<file path="config.mk">
export PLATFORM = sky130hd
export DESIGN_NAME = restoring_divider_4bit_seq
export DESIGN_NICKNAME = d
export VERILOG_FILES = /design/src/rtl/restoring_divider_4bit_seq.sv
export SDC_FILE = /design/constraint.sdc
export NUM_CORES = 1
export LEC_CHECK = 0
export BUFFER_PORTS_ARGS = -buffer_cell sky130_fd_sc_hd__buf_2
export CELL_PAD_IN_SITES_DETAIL_PLACEMENT = 0
export CELL_PAD_IN_SITES_GLOBAL_PLACEMENT = 1
export CORE_MARGIN = 2
export CORE_UTILIZATION = 36
export CTS_CLUSTER_DIAMETER = 40
export DETAILED_ROUTE_END_ITERATION = 16
export PLACE_DENSITY_LB_ADDON = 0.1
export REMOVE_ABC_BUFFERS = 1
export SYNTH_ARGS = -nofsm -noshare
export SYNTH_HDL_FRONTEND = slang
export SYNTH_SLANG_ARGS = --single-unit
</file>
<file path="constraint.sdc">
create_clock -name clk -period 2.26 [get_ports clk]
set_input_delay 0.339 -clock clk [delete_from_list [all_inputs] [get_ports clk]]
set_output_delay 0.339 -clock clk [all_outputs]
set_load 0.01 [all_outputs]
</file>
<file path="src/rtl/restoring_divider_4bit_seq.sv">
// restoring_divider_4bit_seq: one restoring shift/subtract step per clock, start/busy/done handshake, optional dbz port via DIVIDER_DBZ_FLAG_EN
module restoring_divider_4bit_seq #(
  parameter int WIDTH = 4
) (
  input  logic             clk,
  input  logic             rst,
  input  logic             start,
  input  logic [WIDTH-1:0] A,
  input  logic [WIDTH-1:0] B,
  output logic [WIDTH-1:0] Q,
  output logic [WIDTH-1:0] R,
  output logic             busy,
`ifdef DIVIDER_DBZ_FLAG_EN
  output logic             done,
  output logic             dbz
`else
  output logic             done
`endif
);
  localparam int CW = $clog2(WIDTH);
  typedef enum logic [1:0] {IDLE, RUN, DONE} state_t;
  state_t state, state_nx;
  logic [WIDTH-1:0] rem, quo, div, rem_nx, quo_nx;
  logic [WIDTH:0] shf, trial;
  logic [CW-1:0] cnt;
  logic last;
  assign shf = {rem, quo[WIDTH-1]};
  assign trial = shf - {1'b0, div};
  assign rem_nx = trial[WIDTH] ? shf[WIDTH-1:0] : trial[WIDTH-1:0];
  assign quo_nx = {quo[WIDTH-2:0], ~trial[WIDTH]};
  assign last = cnt == CW'(WIDTH - 1);
  always_ff @(posedge clk)
    state <= rst ? IDLE : state_nx;
  always_comb begin
    busy = state == RUN;
    done = state == DONE;
    state_nx = state == RUN ? (last ? DONE : RUN) : (start ? RUN : IDLE);
  end
  always_ff @(posedge clk) begin
    if (rst) begin
      rem <= '0;
      quo <= '0;
      div <= '0;
      cnt <= '0;
      Q <= '0;
      R <= '0;
`ifdef DIVIDER_DBZ_FLAG_EN
      dbz <= 1'b0;
`endif
    end else if (state != RUN) begin
      if (start) begin
        rem <= '0;
        quo <= A;
        div <= B;
        cnt <= '0;
`ifdef DIVIDER_DBZ_FLAG_EN
        dbz <= 1'b0;
`endif
      end
    end else begin
      rem <= rem_nx;
      quo <= quo_nx;
      cnt <= cnt + 1'b1;
      if (last) begin
        Q <= quo_nx;
        R <= rem_nx;
`ifdef DIVIDER_DBZ_FLAG_EN
        dbz <= div == '0;
`endif
      end
    end
  end
endmodule

</file>
-- Word-level counts from Yosys, hierarchy flattened
Index checks and enable logic that the tools add are counted.
- register bits after elaboration: 24
- output and inout port bits: 10
- add/sub/neg operators: 2
- equality and inequality tests: 5
- muxes and demuxes: 10
- bitwise operators: 2
- reduce and logical (&&, ||, !) cells: 2
- operators by type and width (cell ; number):
    $mux 4 ; 5
    $mux 2 ; 4
    $sub 5x4->5 ; 1
    $eq 2x2->1 const B ; 2
    $reduce_and 2->1 ; 2
    $add 2x1->2 const B ; 1
    $eq 2x1->1 const B ; 1
    $ne 2x1->1 const B ; 1
    $ne 2x2->1 const B ; 1
    $not 1->1 ; 2
    $mux 1 ; 1

-- Longest topological paths before layout
- depth in word-level cells: 3
- gate-level depth with buffers: 8
- mapped depth without buffers: 8

-- Least setup slack after synthesis
Ideal clock, no wire load.
- path kind: flip-flop to flip-flop
- start point: register quo[3]
- end point: register rem[2]
- setup time: 0.133 ns
- arrival: 2.024 ns
- required time: 2.127 ns
- setup slack: 0.103 ns
- stages on the path, launching flop included: 9
- period minus slack after synthesis: 2.157 ns
- cells stage by stage: dfxtp_1 -> inv_1 -> ha_1 -> fa_1 -> nand2b_2 -> a21oi_4 -> xor2_4 -> mux2i_1 -> a211oi_2
- cells in the longest elaborated chain, start to end: 3
- RTL lines (item ; RTL line ; RTL):
    start: declaration ; 23 ; logic [WIDTH-1:0] rem, quo, div, rem_nx, quo_nx;
    start signal: assignment ; 62 ; quo <= quo_nx;
    $sub 5x4->5 ; 28 ; assign trial = shf - {1'b0, div};
    $mux 4 ; 29 ; assign rem_nx = trial[WIDTH] ? shf[WIDTH-1:0] : trial[WIDTH-1:0];
    $mux 4 ; 50 ; end else if (state != RUN) begin
    end signal: assignment ; 61 ; rem <= rem_nx;
    end: declaration ; 23 ;
Every way passes these cells.
A chain may end at the register's enable or synchronous reset.

-- Worst setup path in the final report
- start point: register quo[3]
- end point: register R[0]
- cells in the longest elaborated chain, start to end: 2
- RTL lines (item ; RTL line ; RTL):
    $sub 5x4->5 ; 28 ;
    $mux 4 (*) ; 29 ;
    end signal: assignment ; 66 ; R <= rem_nx;
    end: declaration ; 11 ; output logic [WIDTH-1:0] R,
Mark *: on every way between the ends. The rest lies on a longest branch, timed or not.

==> flow_summary.ini <==
[run_status]
outcome = finished clean

[setup_path]
rr_endpoint = R[0]
worstSetupStartpoint = quo[3]
worst_stage_delay_on_the_critical_path_ns = 0.36
timing.critical_path.arrival_ns = 2.41
crit_path_top_delay_cell = sky130_fd_sc_hd__dfxtp_2
path_cells = inv_1 > ha_2 > fa_2 > nand2b_2 > a21oi_4 > xor2_4 > buf_6 > mux2i_1 > a22o_1
crit_path_max_fo = 7
timing.reg2reg.setup_slack_ns = 0.12
timing.reg2reg.worst_path_depth = 9
path_class = flop to flop
critical_path_required_ns = 2.53
r2r-start = quo[3]
cp-start-kind = flop
timing.critical_path.to_type = flop
crit_end = R[0]

[sta]
max_freq_ghz = 0.467
period_minus_slack_ns = 2.14
layout_worst_path_cycle_share = 0.947
setup_viol = 0
timing.final.max_slew_violations = 0
worst_slew_margin_rel = 0.475
final_count_of_hold_timing_violations = 0
worst_slew_pin_slew_ns = 0.787
finalClockSkew_ns = 0.00204
tns_ns = 0

[power]
switching_power_summed_over_all_nets_mw = 0.279
clockPowerShare = 0.310
power.share.combinational = 0.228
powerDensity_nw_per_um2 = 716
cell_internal_pwr_mw = 0.726
power.leakage_nw = 0.603
switching_share_of_power = 0.278
power.ir.vdd_worst_mv = 0.500
p_seq_frac = 0.461

[floorplan]
initial_core_utilization = 0.383
floorplan.die.height_um = 61.2
num_rows = 20
ios = 21
die-area_um2 = 3740
fp.dieW_um = 61.2
core_um2 = 3080

[synth]
yosysWarningCount = 0
netlist.area_leader.share = 0.408
synthCells = 130
yosys.cell_types.count = 34
synth-seq-area-share = 0.408
synth.avg_cell_area_um2 = 9.06
synth_cell_area_um2 = 1180
post_synth_main_area_contributors = sky130_fd_sc_hd__dfxtp_1 (41%), sky130_fd_sc_hd__mux2i_1 (6.8%), sky130_fd_sc_hd__ha_1 (5.3%)
synth_seq_cells = 24
synth_top_area_cell = sky130_fd_sc_hd__dfxtp_1

[grt]
pin_count_of_the_biggest_net_entering_global_routing = 26
grt_pass1_vias = 946
antenna_found_initial = 0
globalRouteOverflowTotal = 0
track_usage = 0.160
grt_first_pass_wirelength_um = 4350

[layout]
area_growth_pct = 19.3
final_layout_size_suffix_gt1_frac = 0.263
footprint_of_the_multi_input_gates_um2 = 644
register_area_um2 = 482
fin_nets = 170
diodes = 0
most-common-layout-cells = sky130_fd_sc_hd__dfxtp_1 (23), sky130_fd_sc_hd__buf_2 (20), sky130_fd_sc_hd__nor2_1 (11), sky130_fd_sc_hd__nand2_1 (11), sky130_fd_sc_hd__a21oi_1 (9)
fin_cells = 196
layout.filler_cells = 315
layout_commonest_cell = sky130_fd_sc_hd__dfxtp_1

[clock_tree]
clkSinkCount = 24
clockRootBuffer = sky130_fd_sc_hd__clkbuf_4
h_tree_level_count = 1
clock_insertion_delay_worst_skew_ns = 0.31
clk_path_buf_depth = 2
tritoncts = built
cts_made_buffers = 3
cts_hold_buf = 0
clk_pin_slew_worst_paths_ns = 0.14

[placed_design]
finalWeightedCongestion = 0.774
numPortBuffers = 20
hpwlAfterDp_um = 1870
placed_cells_incl_taps = 191

[drt]
wl_um = 2710
drt.antenna.violating_nets = 0
drc_errors = 0
drt-wirelength-per-cell_um = 13.8
route.vias.total = 1004
initialDrtViolationCount = 33
drt_pre_antenna_iters = 3
vias_per_cell = 5.12

[min_path]
worstHoldStart = B[2]
hold_class = input pin to flop

[flow_run]
max_cap_viol_count = 0
-- registers in the layout (all words and copies together) (netlist names) --
signal	flops
state	2
rem	4
Q	4
quo	4
R	4
div	4
cnt	2
-- metal layers --
layer	share of wire	wire length, um	GRT usage
met5	0	0	0
met2	0.48	1310	0.263
met4	0.0070	19	0.0280
met3	0.035	96	0.0483
met1	0.47	1280	0.210
-- synth_stat cells, drive strengths merged --
cell / number
o22a: 1
nor4b: 2
mux2i: 8
a31oi: 2
a22o: 6
nor2b: 2
dfxtp: 24
nand3b: 1
inv: 8
xor2: 2
o21ai: 5
nand2b: 2
nor4: 2
nor2: 11
a21oi: 10
o31ai: 1
buf: 4
or2: 1
clkbuf: 3
and3: 2
fa: 1
a211oi: 5
nand3: 8
nand2: 11
xnor2: 1
nor3: 2
ha: 5
-- worst min path at each step --
stage	endpoint	slack, ns	cells after the start
after floorplan	rem[2]	0.40	1
after global placement	R[3]	0.43	2
after detailed placement	R[2]	0.44	2
after CTS	div[2]	0.25	3
after global routing	div[2]	0.24	3
final	div[2]	0.26	3
-- per-stage QoR --
stage                      util  instance area [um^2]  setup WS (ns)  total power, mW  hold slack (ns)
after floorplan               -                  1150          0.107            0.613            0.404
after global placement    0.433                  1330          0.145            0.682            0.434
after detailed placement  0.433                  1330         0.0865            0.688            0.441
after CTS                 0.450                  1380         0.0472             1.00            0.247
after global routing      0.457                  1410       -0.00648             1.06            0.236
final                     0.457                  1410          0.120             1.01            0.256
-- cell type report --
class | instances | area share
timing repair buffer | 25 | 0.101
inverter | 8 | 0.0214
clock inverter | 1 | 0.0214
sequential | 24 | 0.343
clock buffer | 3 | 0.0160
tap | 44 | 0.0392
multi-input combinational | 91 | 0.459
-- power groups by stage --
stage / clock network [mW] / logic, mW / registers, mW
2_1_floorplan: 0 / 0.146 / 0.467
3_3_place_gp: 0 / 0.209 / 0.472
3_5_place_dp: 0 / 0.215 / 0.473
4_1_cts: 0.323 / 0.215 / 0.463
5_1_grt: 0.339 / 0.254 / 0.468
6_report: 0.312 / 0.229 / 0.464
-- kinds of logic (layout without fill, tap and decap cells) --
kind of cell / after synthesis / count (layout) / synth area share
simple gates: 44 / 44 / 0.184
compound gates: 30 / 30 / 0.180
flops: 24 / 24 / 0.408
buf+inv: 15 / 37 / 0.0521
mux: 8 / 8 / 0.0680
fa+ha+maj: 6 / 6 / 0.0701
xor+xnor: 3 / 3 / 0.0383
-- worst max-delay path, delay by kind of cell, from the launching register on --
| family | cells | cell delay, ns |
|---|---|---|
| compound gates | 2 | 0.36 |
| xor+xnor | 1 | 0.20 |
| fa+ha+maj | 2 | 0.56 |
| buf+inv | 2 | 0.22 |
| flops | 1 | 0.36 |
| mux | 1 | 0.19 |
| simple gates | 1 | 0.21 |
-- what timing repair did --
item,4_1_cts,5_1_grt
setup buffers,0,1
gates resized for setup,0,5
endpoints found under the setup margin,0,7
Note: power is estimated with default switching activity, not from simulation.
